**src/rtl/fnd_pkg.sv**
```systemverilog
// Shared constants and helpers for the multiplexed seven-segment scan driver.
// Segment encoding is active-low: bit7 = dp, bits6..0 = g..a.
package fnd_pkg;

  localparam logic [7:0] SEG_BLANK = 8'hFF;

  // Dividers derived from the default rates; instances recompute them from their own parameters.
  localparam int unsigned SCAN_DIV  = 100_000_000 / 1_000;
  localparam int unsigned BLINK_DIV = 1_000 / (2 * 2);

  function automatic int unsigned scan_div(input int unsigned clk_hz, input int unsigned scan_hz);
    return clk_hz / scan_hz;
  endfunction

  function automatic int unsigned blink_div(input int unsigned scan_hz, input int unsigned blink_hz);
    return scan_hz / (2 * blink_hz);
  endfunction

  function automatic logic [7:0] seg_decode(input logic [3:0] value);
    logic [7:0] seg;
    case (value)
      4'd0:    seg = 8'hC0;
      4'd1:    seg = 8'hF9;
      4'd2:    seg = 8'hA4;
      4'd3:    seg = 8'hB0;
      4'd4:    seg = 8'h99;
      4'd5:    seg = 8'h92;
      4'd6:    seg = 8'h82;
      4'd7:    seg = 8'hF8;
      4'd8:    seg = 8'h80;
      4'd9:    seg = 8'h90;
      default: seg = SEG_BLANK;
    endcase
    return seg;
  endfunction

endpackage

```
**src/rtl/fnd_tick_gen.sv**
```systemverilog
// Free-running divider: tick is high for one cycle every DIV clocks (count 0..DIV-1).
module fnd_tick_gen #(
  parameter int unsigned DIV = 2
) (
  input  logic clk,
  input  logic reset,
  output logic tick
);

  localparam int unsigned CW = (DIV > 2) ? $clog2(DIV) : 1;
  localparam logic [CW-1:0] LAST = CW'(DIV - 1);

  logic [CW-1:0] cnt;

  always_ff @(posedge clk or posedge reset) begin
    if (reset) begin
      cnt <= '0;
    end else if (cnt == LAST) begin
      cnt <= '0;
    end else begin
      cnt <= cnt + CW'(1);
    end
  end

  assign tick = (cnt == LAST);

endmodule

```
**src/rtl/fnd_scan_controller.sv**
```systemverilog
// Multiplexed common-anode FND driver: double-buffered BCD digits, per-digit dp/blink,
// leading-zero blanking and a frame pulse on scan wrap.
module fnd_scan_controller
  import fnd_pkg::*;
#(
  parameter int unsigned NUM_DIGITS = 4,
  parameter int unsigned CLK_HZ     = 100_000_000,
  parameter int unsigned SCAN_HZ    = 1_000,
  parameter int unsigned BLINK_HZ   = 2
) (
  input  logic                      clk,
  input  logic                      reset,
  input  logic [4*NUM_DIGITS-1:0]   i_digits,
  input  logic [NUM_DIGITS-1:0]     i_dp_mask,
  input  logic [NUM_DIGITS-1:0]     i_blink_mask,
  input  logic                      i_lz_en,
  input  logic                      i_load,
  output logic [7:0]                fnd_data,
  output logic [NUM_DIGITS-1:0]     fnd_com,
  output logic                      o_frame
);

  localparam int unsigned TICK_DIV  = scan_div(CLK_HZ, SCAN_HZ);
  localparam int unsigned PHASE_DIV = blink_div(SCAN_HZ, BLINK_HZ);
  localparam int unsigned IW = $clog2(NUM_DIGITS);
  localparam int unsigned BW = (PHASE_DIV > 2) ? $clog2(PHASE_DIV) : 1;
  localparam logic [IW-1:0] IDX_LAST = IW'(NUM_DIGITS - 1);
  localparam logic [BW-1:0] BLK_LAST = BW'(PHASE_DIV - 1);

  logic [4*NUM_DIGITS-1:0] sh_digits;
  logic [NUM_DIGITS-1:0]   sh_dp;
  logic [NUM_DIGITS-1:0]   sh_blink;
  logic                    sh_lz;

  logic                    tick;
  logic [IW-1:0]           idx, idx_nxt;
  logic [BW-1:0]           bcnt, bcnt_nxt;
  logic                    ph, ph_nxt;
  logic [NUM_DIGITS-1:0]   lz_blank;
  logic                    run_zero;
  logic [3:0]              value;
  logic [7:0]              data_nxt;
  logic [NUM_DIGITS-1:0]   com_nxt;

  fnd_tick_gen #(.DIV(TICK_DIV)) u_tick (
    .clk   (clk),
    .reset (reset),
    .tick  (tick)
  );

  // Walk from the top digit down; a digit stays blankable while everything above it is zero.
  always_comb begin
    run_zero = sh_lz;
    lz_blank = '0;
    for (int unsigned i = 0; i < NUM_DIGITS; i++) begin
      run_zero = run_zero && (sh_digits[4*(NUM_DIGITS-1-i) +: 4] == 4'd0);
      lz_blank[NUM_DIGITS-1-i] = run_zero;
    end
    lz_blank[0] = 1'b0;
  end

  // Outputs are decoded for the index and blink phase that take effect on this tick.
  always_comb begin
    idx_nxt = (idx == IDX_LAST) ? '0 : idx + IW'(1);
    if (bcnt == BLK_LAST) begin
      bcnt_nxt = '0;
      ph_nxt   = ~ph;
    end else begin
      bcnt_nxt = bcnt + BW'(1);
      ph_nxt   = ph;
    end
    value    = sh_digits[{idx_nxt, 2'b00} +: 4];
    data_nxt = lz_blank[idx_nxt] ? SEG_BLANK : seg_decode(value);
    if (sh_dp[idx_nxt]) data_nxt[7] = 1'b0;
    if (ph_nxt && sh_blink[idx_nxt]) data_nxt = SEG_BLANK;
    com_nxt = '1;
    com_nxt[idx_nxt] = 1'b0;
  end

  always_ff @(posedge clk or posedge reset) begin
    if (reset) begin
      sh_digits <= '0;
      sh_dp     <= '0;
      sh_blink  <= '0;
      sh_lz     <= 1'b0;
      idx       <= '0;
      bcnt      <= '0;
      ph        <= 1'b0;
      fnd_data  <= SEG_BLANK;
      fnd_com   <= '1;
    end else begin
      if (i_load) begin
        sh_digits <= i_digits;
        sh_dp     <= i_dp_mask;
        sh_blink  <= i_blink_mask;
        sh_lz     <= i_lz_en;
      end
      if (tick) begin
        idx      <= idx_nxt;
        bcnt     <= bcnt_nxt;
        ph       <= ph_nxt;
        fnd_data <= data_nxt;
        fnd_com  <= com_nxt;
      end
    end
  end

  assign o_frame = tick && (idx == IDX_LAST);

endmodule
```
**config.mk**
```make
export PLATFORM = sky130hd
export DESIGN_NAME = fnd_scan_controller
export DESIGN_NICKNAME = d
export VERILOG_FILES = /design/src/rtl/fnd_pkg.sv /design/src/rtl/fnd_tick_gen.sv /design/src/rtl/fnd_scan_controller.sv
export SDC_FILE = /design/constraint.sdc
export NUM_CORES = 1
export LEC_CHECK = 0
export ABC_AREA = 1
export CAP_MARGIN = 40
export CORE_MARGIN = 5
export CORE_UTILIZATION = 27
export DETAILED_ROUTE_END_ITERATION = 8
export SYNTH_ARGS = -nofsm -noshare
export SYNTH_HDL_FRONTEND = slang
export SYNTH_HIERARCHICAL = 1
export SYNTH_SLANG_ARGS = --single-unit
export TNS_END_PERCENT = 20
```
**constraint.sdc**
```tcl
create_clock -name clk -period 3.5 [get_ports clk]
set_input_delay 0.7 -clock clk [delete_from_list [all_inputs] [get_ports clk]]
set_output_delay 0.7 -clock clk [all_outputs]
set_load 0.1 [all_outputs]
```
== After elaboration in Yosys (flattened, before gate mapping) ==
Memories as Yosys holds them, arrays and structs flattened.
Index checks and enable logic that the tools add are counted.

* Bits in registers: 65
* ROM bits: 112
* Memories kept: 1

{| class="wikitable"
|+ Memories
! name !! words !! width !! rd ports !! clocked after memory_dff !! wr ports !! RTL line !! source
|-
| (no name shown) || 16 || 7 || 1 || 0 || 0 || fnd_pkg.sv:21 || <nowiki>case (value)</nowiki>
|}

* Add/subtract/negate cells: 3
* Order comparisons: 2
* Equal/unequal tests: 3
* Shift operators: 1
* Multiplexer cells: 15
* Bitwise logic cells: 2
* Reduce and logical (&&, ||, !) cells: 9

{| class="wikitable"
|+ Operators by type and width
! cell !! count
|-
| $mux 8 || 3
|-
| $add 17x1->17 const B || 1
|-
| $eq 17x17->1 const B || 1
|-
| $mux 17 || 1
|-
| $shiftx 16x5->4 || 1
|-
| $logic_not 4->1 || 3
|-
| $add 8x1->8 const B || 1
|-
| $eq 8x8->1 const B || 1
|-
| $bmux 1 s2 || 3
|-
| $logic_and 1x1->1 || 6
|-
| $mux 1 || 6
|-
| $not 4->4 || 1
|-
| $lt 2x3->1 const B || 1
|-
| $add 2x1->2 const B || 1
|-
| $demux 1 s2 || 1
|-
| $eq 2x2->1 const B || 1
|-
| $ge 2x1->1 const B || 1
|-
| $mux 2 || 1
|-
| $not 1->1 || 1
|}

== Logic depth before layout (Yosys ltp) ==
Gate-level depths: netlist of run 1.

* Depth after elaboration: 9
* Mapped depth: 15
* Mapped depth without buffers: 14

== Hierarchy ==
The synthesis of run 1 kept the hierarchy.

{| class="wikitable"
|+ By module, submodules not included
! module !! times used !! cells each !! area each (um^2) !! sequential area each (um^2)
|-
| fnd_scan_controller || 1 || 308 || 2,482.4 || 1,216.2
|-
| fnd_tick_gen || 1 || 144 || 977.2 || 425.4
|}

== Worst setup path after synthesis of run 1 ==
Ideal clock, no wire load.

* Kind: reg-to-output
* Start point: register u_tick.cnt[0]
* End point: output port o_frame
* Arrival time: 1.942 ns
* Required time: 2.800 ns
* Path slack: 0.858 ns
* Stages on the path, launching flop included: 12
* Cells stage by stage: dfrtp_1 > ha_1 > nand2_1 > inv_2 > nand2_1 > nor2_2 > nand2_1 > inv_2 > buf_6 > buf_6 > nand2_1 > inv_1

* Longest elaborated chain between the ends: 2

{| class="wikitable"
|+ RTL lines
! item !! RTL line !! source
|-
| start, declared || fnd_tick_gen.sv:13 || <nowiki>logic [CW-1:0] cnt;</nowiki>
|-
| start signal, assigned || fnd_tick_gen.sv:21 || <nowiki>cnt <= cnt + CW'(1);</nowiki>
|-
| $eq 17x17->1 || fnd_tick_gen.sv:25 || <nowiki>assign tick = (cnt == LAST);</nowiki>
|-
| net tick || fnd_scan_controller.sv:35 || <nowiki>logic tick;</nowiki>
|-
| $logic_and 1x1->1 || fnd_scan_controller.sv:108 || <nowiki>assign o_frame = tick && (idx == IDX_LAST);</nowiki>
|-
| end, declared || fnd_scan_controller.sv:20 || <nowiki>output logic o_frame</nowiki>
|}

The timed path passes the listed nets, and every way through them passes these cells.

== Final worst setup path of run 1 ==
Same ends and word-level chain as after synthesis.

==> reports/summary.md, run 1 <==
The run finished with clean final reports. The quantity of I/O buffers inserted on ports was 40; the synthesized net count was 489. Max-cap violations in this run came to 0. For the hold slack, the log shows 483 ps.

Setup repair after global routing left no endpoint under its margin. The tightest min-delay check is of the reg -> reg type. In the routed layout, each cell is associated on average with a via count of 4.34. Summing the sequential cell areas from Yosys gives 47.5% of the chip area.

Cells fill 34.1% of the core in the end. Together, buffers and inverters on the worst path number 4. The number of hold violations in the final report is 0. In this run the worst path has a maximum fanout of 23. VDD sags by at most 0.000227 V.

The kind of cell with the highest combined delay on the critical path was buffers and inverters. For the number of buffers inserted to repair setup after CTS, the log shows 0. Across all layers, the routed design uses 2914 vias.

At the pin with the least slew margin, the transition time is 670 ps. In the final layout, the share of cells above drive strength 1 is 13.0%. The HPWL after detailed placement is 5700 um, and the post-synthesis sequential element count is 65.

In the layout the commonest cells are nand2_1 (127), inv_1 (61), dfrtp_1 (53). The worst stage delay on the critical path is 380 ps. The Yosys step of the flow raised 6 warnings. The synthesized area divided by synthesized cell count was 7.65 sq um. The global-route total usage across every layer came out at 11.1%. The clock reaches the later pin of the worst-skew pair after 330 ps.

The first detailed-routing pass ran for 4 iterations. For the initial antenna violation count, the log shows 0. Post-CTS repair changed the size of 0 cells.

The detail route stage leaves a number of antenna-violating nets equal to 0. After clock tree synthesis, the clock-pin slew on the worst setup and hold paths is 50 ps. The routed design could run at a clock period as short as 2930 ps.

The tools report the startpoint type of the worst setup path as a register. The tightest slew margin relative to the limit is 55.2%, and the count of final setup violators is 0. For the clock power share, the log shows 48.4%. Starting density of the core: 27.5%.

Based on the critical path, the design can be clocked at up to 342 MHz. The tools report the root buffer cell as clkbuf_16. Power spread over the standard cell area amounts to 419 nW/um^2.

Slowest cell on the critical path: dfrtp_1. In this run the horizontal extent of the chip is 123 um. The via count of the first global-routing pass is 2997, and the share of total power in combinational logic is 7.6%.

The design draws 1.80 mW. The synthesized netlist cell count is 452. The clock arrives with 8.04 ps of skew. For the final routed DRC violation total, the log shows 0. The internal portion of the total power is 1.41 mW. Summing all placed instances gives a cell area of 4000 sq um.

The share of the clock period used by the worst path after layout was 83.6%. After clock tree synthesis, the flow added hold-fix buffers numbering 0. The total count of max-transition violations in the final report came out at 0. The floorplan step set the die height to 123 um. The longest clock path from root to sink contains 2 buffers. TritonCTS built the clock tree.

The cell type with the highest occurrence count on the critical path is nand2_1. Category of the most critical setup path: reg -> out. At the placement stage, the worst setup path has a slack of 915 ps. The clock net in this run drives a total of 65 sinks.

The analysis attributes to cell leakage a power of 2.08 nW. The area of the placeable core came out at 12600 sq um. The finished layout holds 672 standard cells, fillers aside. Data on the critical path arrives at its endpoint at 2230 ps.

For this block, the initial DRC count from the detailed router was 149. After synthesis the cells add up to 3460 sq um. The area growth from synthesis to layout is 24.1%. The tools report the sequential share of power as 44.0%. The initialized floorplan defines 41 standard-cell rows. Setup slack on the critical path of the routed design comes to 575 ps. The total overflow left after global routing is 0. STA puts the critical path data required time at 2800 ps.

The post-detailed-routing wire length is 7580 um, and the global placement routability congestion is 0.890. STA classifies the critical path endpoint as an output pin. After the last flow step, the layout net total stands at 532. The first-pass GRT wire length is 13400 um. The critical path goes through ha_1, nand2_1, inv_2, nand2_1, nor2_2, nand2_1, inv_2, nand2_1, inv_1, buf_4. The switching share of power was 21.8%. The number of antenna diodes in the final layout is 0. The logs give 33 for the count of unique library cells instantiated by Yosys and 41 for the number of top-level pins.

The number of CTS-inserted buffers is 9. The most common cell after layout, fill and taps aside was nand2_1. The routed length per instance was 11.3 um. Once placement completed, the tool counted placed cells totaling 656. Setup total negative slack on the finished layout was measured at 0 ps. The die covers 15200 sq um. For this design the total switching power over the nets is 0.392 mW.

Entering global routing, the biggest net connects 39 pins. The finished cells cover 4290 sq um. For the number of levels in the clock H-tree, the log shows 3.
[layer usage]
| layer | vias to the layer above | share of wire [%] | GRT usage [%] |
|---|---|---|---|
| met1 | 1337 | 47 | 14.1 |
| met4 | 0 | 2.5 | 5.05 |
| met2 | 59 | 46 | 18.0 |
| met5 | - | 0 | 0 |
| li1 | 1500 | - | - |
| met3 | 18 | 4.3 | 2.42 |
[final timing paths]
check,end,start,slack (ps),cells past startpoint
max,o_frame,u_tick/cnt[0],570,10
min,u_tick/cnt[0],u_tick/cnt[0],480,1
max reg2reg,bcnt[5],u_tick/cnt[0],930,12
min reg2reg,u_tick/cnt[0],u_tick/cnt[0],480,1
max in group asynchronous,u_tick/cnt[1],reset,2230,2
min in group asynchronous,bcnt[0],reset,670,2
[power groups by stage]
stage | registers [mW] | logic [mW] | clock network (mW)
after floorplan | 0.800 | 0.0811 | 0
after global placement | 0.802 | 0.134 | 0
after detailed placement | 0.803 | 0.139 | 0
after CTS | 0.791 | 0.140 | 0.892
after global routing | 0.794 | 0.160 | 0.925
final | 0.791 | 0.137 | 0.871
[flip-flops by register name, indices dropped and copies added, names as in the netlist]
name and cells:
bcnt 8, fnd_com 4, fnd_data 8, idx 2
ph 1, sh_blink 4, sh_digits 16, sh_dp 4
sh_lz 1, u_tick/cnt 17
[cells by family (layout without fill, tap and decap cells)]
kind of cell | count (synthesis) | in the layout | share of synthesized area [%]
fa+ha+maj | 9 | 9 | 3.26
compound gates | 57 | 57 | 8.64
mux | 3 | 3 | 0.976
flops | 65 | 65 | 47.5
xor+xnor | 6 | 6 | 1.52
buf+inv | 80 | 128 | 9.69
simple gates | 232 | 232 | 28.5
[cells in the mapped netlist]
master	n	area (sq um)
a21oi_1	16	80.1
a21oi_2	1	8.76
a31oi_1	3	18.8
buf_1	1	3.75
buf_2	1	5.00
buf_6	3	33.8
buf_8	1	15.0
clkbuf_1	5	18.8
clkinv_1	1	3.75
dfrtp_1	53	1330
dfstp_2	12	315
ha_1	9	113
inv_1	62	233
inv_2	6	22.5
mux2_2	3	33.8
nand2_1	127	477
nand2_2	3	18.8
nand2_4	1	11.3
nand3_1	37	185
nand3_2	1	10.0
nand4_1	4	25.0
nor2_1	49	184
nor2_2	4	25.0
nor2_4	2	22.5
nor3_1	1	5.00
nor3b_1	2	15.0
o21ai_0	32	160
o21ai_1	3	15.0
o21ba_2	1	10.0
o22ai_1	1	6.26
or2_2	1	6.26
xnor2_1	1	8.76
xor2_1	5	43.8
[layout make-up]
cell class / instances / area [sq um]
Tap cell: 172 / 215
Clock inverter: 3 / 40.0
Clock buffer: 13 / 250
Multi-Input combinational cell: 307 / 1480
Timing Repair Buffer: 43 / 403
Inverter: 69 / 259
Fill cell: 1320 / 8280
Sequential cell: 65 / 1640
No activity file was read; power rests on OpenSTA's default activity.
==> run 2: changes to the inputs <==
- clock period: 3.5 -> 2.47 ns (I/O delays scaled with it)
==> run 2 against run 1 <==
Effect of this change:
- non-clock buffer count grew 10
- sequential power grew 42%
- cell count grew 1.5%
- critical path depth is the same
- sequential share of layout area shrank 1.1 points
- clock skew grew 1.3 ps
- total power grew 48%
- combinational power grew 42%
- via count shrank 0.31%
- first-iteration DRC count shrank 12%
- critical path type unchanged
- largest power group unchanged
==> reports/summary.md, run 2 (synthesized netlist as in run 1, its figures left out) <==
The register bank with the most flops is u_tick/cnt. Global routing finished with a remaining overflow of 0. The later pin in the worst-skew pair is clocked with a latency of 330 ps.

Clock-pin slew was measured on the worst setup and hold paths at 60 ps. The capturing point of the worst reg2reg path was fnd_data[3]. The setup check on the worst reg-to-reg path leaves a slack of 300 ps.

The run gives 65 as the count of clock tree sinks. Input and output buffers added on the ports amount to 40. In the layout the commonest cells are nand2_1 (126), inv_1 (60), dfrtp_1 (53). The post-route netlist has 15.3% of its cells at a drive strength greater than 1. Dividing the detail-routed wire length by the instance count gives 11.2 um. The worst register-to-register path has a depth of 11. Summed over all cells, the static leakage comes to 2.14 nW.

Once detail routing completed, the nets flagged for antenna violations numbered 0. The min-delay analysis places its worst path in the category reg -> reg. At the pin with the least slew margin, the transition time is 660 ps. Once placement finished, the instance area stood at 4070 sq um.

Counting along the longest clock path gives a buffer depth of 2. The share of the clock period used by the worst path after layout came out at 92.1%. For the aggregate negative setup slack, the log shows 0 ps.

The tools report the root buffer cell as clkbuf_16. For the share of total power in combinational logic, the log shows 7.3%. The run finished with clean final reports.

CTS built an H-tree with a depth of 3. The worst stage delay on the critical path works out to 380 ps. Starting density of the core: 27.5%.

Measured along the x axis, the die boundary spans 123 um. The global placement routability congestion is 0.916. The die height was 123 um.

The library cell used most frequently in the layout, excluding fill and tap cells, is nand2_1. In the global route stage, overall resource usage came out at 11.3%. The register with the most flip-flops in the layout has 17 of them. The worst hold path passes through 2 cells.

After the first detailed-routing iteration, the DRC count stood at 131. The net switching power is 0.565 mW, and the post-cts hold buffer count is 0. The run gives 9 as the number of CTS-inserted buffers. Setup violations remaining at the end of the flow were counted as 0. The worst min-delay path startpoint is fnd_data[6]. The cell family contributing the most delay on the critical path is buffers and inverters.

Derived from the worst setup path, the maximum achievable clock frequency is 440 MHz. Across the run, the number of max-cap violations was 0. The buffer and inverter count on the worst path was 4. The internal portion of the total power is 2.10 mW.

The worst setup path is launched from a register. The setup clock skew after layout was 9.35 ps; the die outline area was 15200 sq um. The worst pin sits at a relative slew slack of 56.0%. Fill cells in the final layout number 1291.

After floorplanning, the core was sized to cover 12600 sq um. The tools report the total count of max-transition violations in the final report as 0. The number of top-level pins is 41, and the final critical-path required period is 2270 ps. STA classifies the critical path endpoint as an output pin. Power spread over the standard cell area amounts to 603 nW/um^2. The number of hold violations in the final report came out at 0. The initial antenna violation count was 0. For the worst setup path, the data required time is 1980 ps. Wires add up to 7620 um. The share of total power dissipated in sequential elements is 42.1%. The startpoint identified for the worst register-to-register timing path is idx[0]. The design draws 2.66 mW. The cell type with the highest occurrence count on the critical path was nand2_1. The via count of the first global-routing pass came out at 2987. The run gives 4410 sq um as the final design area excluding fillers. After detailed routing, the number of remaining DRC violations is 0. The run gives 0.000320 V as the worst vdd rail ir drop.

The initialized floorplan defines 41 standard-cell rows. The share of total power dissipated in the clock network is 50.6%. The repair_antennas step left the layout with diodes totalling 0. After detailed routing, the number of vias per cell comes to 4.26. Once detailed placement completed, the half-perimeter wirelength came to 5810 um. The data arrival time of the critical path was 1780 ps.

The largest registers in the layout are u_tick/cnt x17, sh_digits x16. For this design, the slowest cell found on the critical path is dfrtp_1. The largest fanout of any net on the critical path came out at 11. The signal on the critical path passes through ha_2, nand2_1, inv_2, nand2_1, nor2_2, nand2_2, clkinv_4, nand2_1, inv_2, buf_12. Vias after detailed routing: 2905.

Entering global routing, the biggest net connects 28 pins. The first-pass GRT wire length was 13600 um; the synthesis-to-layout area growth was 27.6%. TritonCTS built the clock tree.

Category of the most critical setup path: reg -> out. Setup repair after global routing left no endpoint under its margin. The tools report the worst hold endpoint as fnd_data[6]. The first TritonRoute pass finished after 4 iterations.

After the last flow step, the layout net total stands at 542. Net switching is 21.2% of the power.
[run 2: stage by stage]
stage	hold slack, ps	setup slack, ps	util [%]	cells
floorplan	420	33.5	-	452
global placement	464	374	32.4	663
detailed placement	475	313	32.4	663
CTS	482	52.7	34.9	679
global route	513	14.6	35.1	682
finish	488	196	35.1	682
[run 2: area by class of cell]
type	count	area [sq um]	area share (%)
multi-input cells	307	1490	33.7
repair buffers	53	490	11.1
inverters	69	264	5.98
flip-flops and latches	65	1640	37.2
well taps	172	215	4.88
clock inverters	3	65.1	1.47
clock buffers	13	250	5.67
[run 2: worst max path at each step]
stage,startpoint,end,slack [ps],cells past startpoint
final,u_tick/cnt[0],o_frame,200,10
after global routing,u_tick/cnt[0],o_frame,10,10
after CTS,u_tick/cnt[0],o_frame,50,10
after detailed placement,idx[0],fnd_data[3],310,11
after global placement,u_tick/cnt[0],o_frame,370,10
after floorplan,u_tick/cnt[0],o_frame,30,11
[run 2: worst min-delay path, delay by kind of cell (launching register included)]
kind | cells | cell delay (ps)
AND/OR/NAND/NOR | 1 | 80
AO/OA/AOI/OAI | 1 | 40
flip-flops | 1 | 370
[run 2: power by group through the flow]
stage | combinational [mW] | sequential [mW] | clock [mW]
after detailed placement | 0.198 | 1.14 | 0
after global routing | 0.227 | 1.12 | 1.42
after global placement | 0.194 | 1.14 | 0
after floorplan | 0.115 | 1.13 | 0
final | 0.195 | 1.12 | 1.35
after CTS | 0.199 | 1.12 | 1.39
[run 2: what timing repair did]
item / CTS / global route
setup endpoints to repair: 1 / 1
pin swaps: 0 / 1
resized for setup: 2 / 3
buffers inserted: 0 / 3
[run 2: metal layers]
layer  track usage, %  routed length (um)  vias to the layer above
li1                 -                   -                     1521
met3             3.39                 380                        9
met4             3.74                  98                        0
met5                0                   0                        -
met2             18.0                3470                       53
met1             14.6                3670                     1322
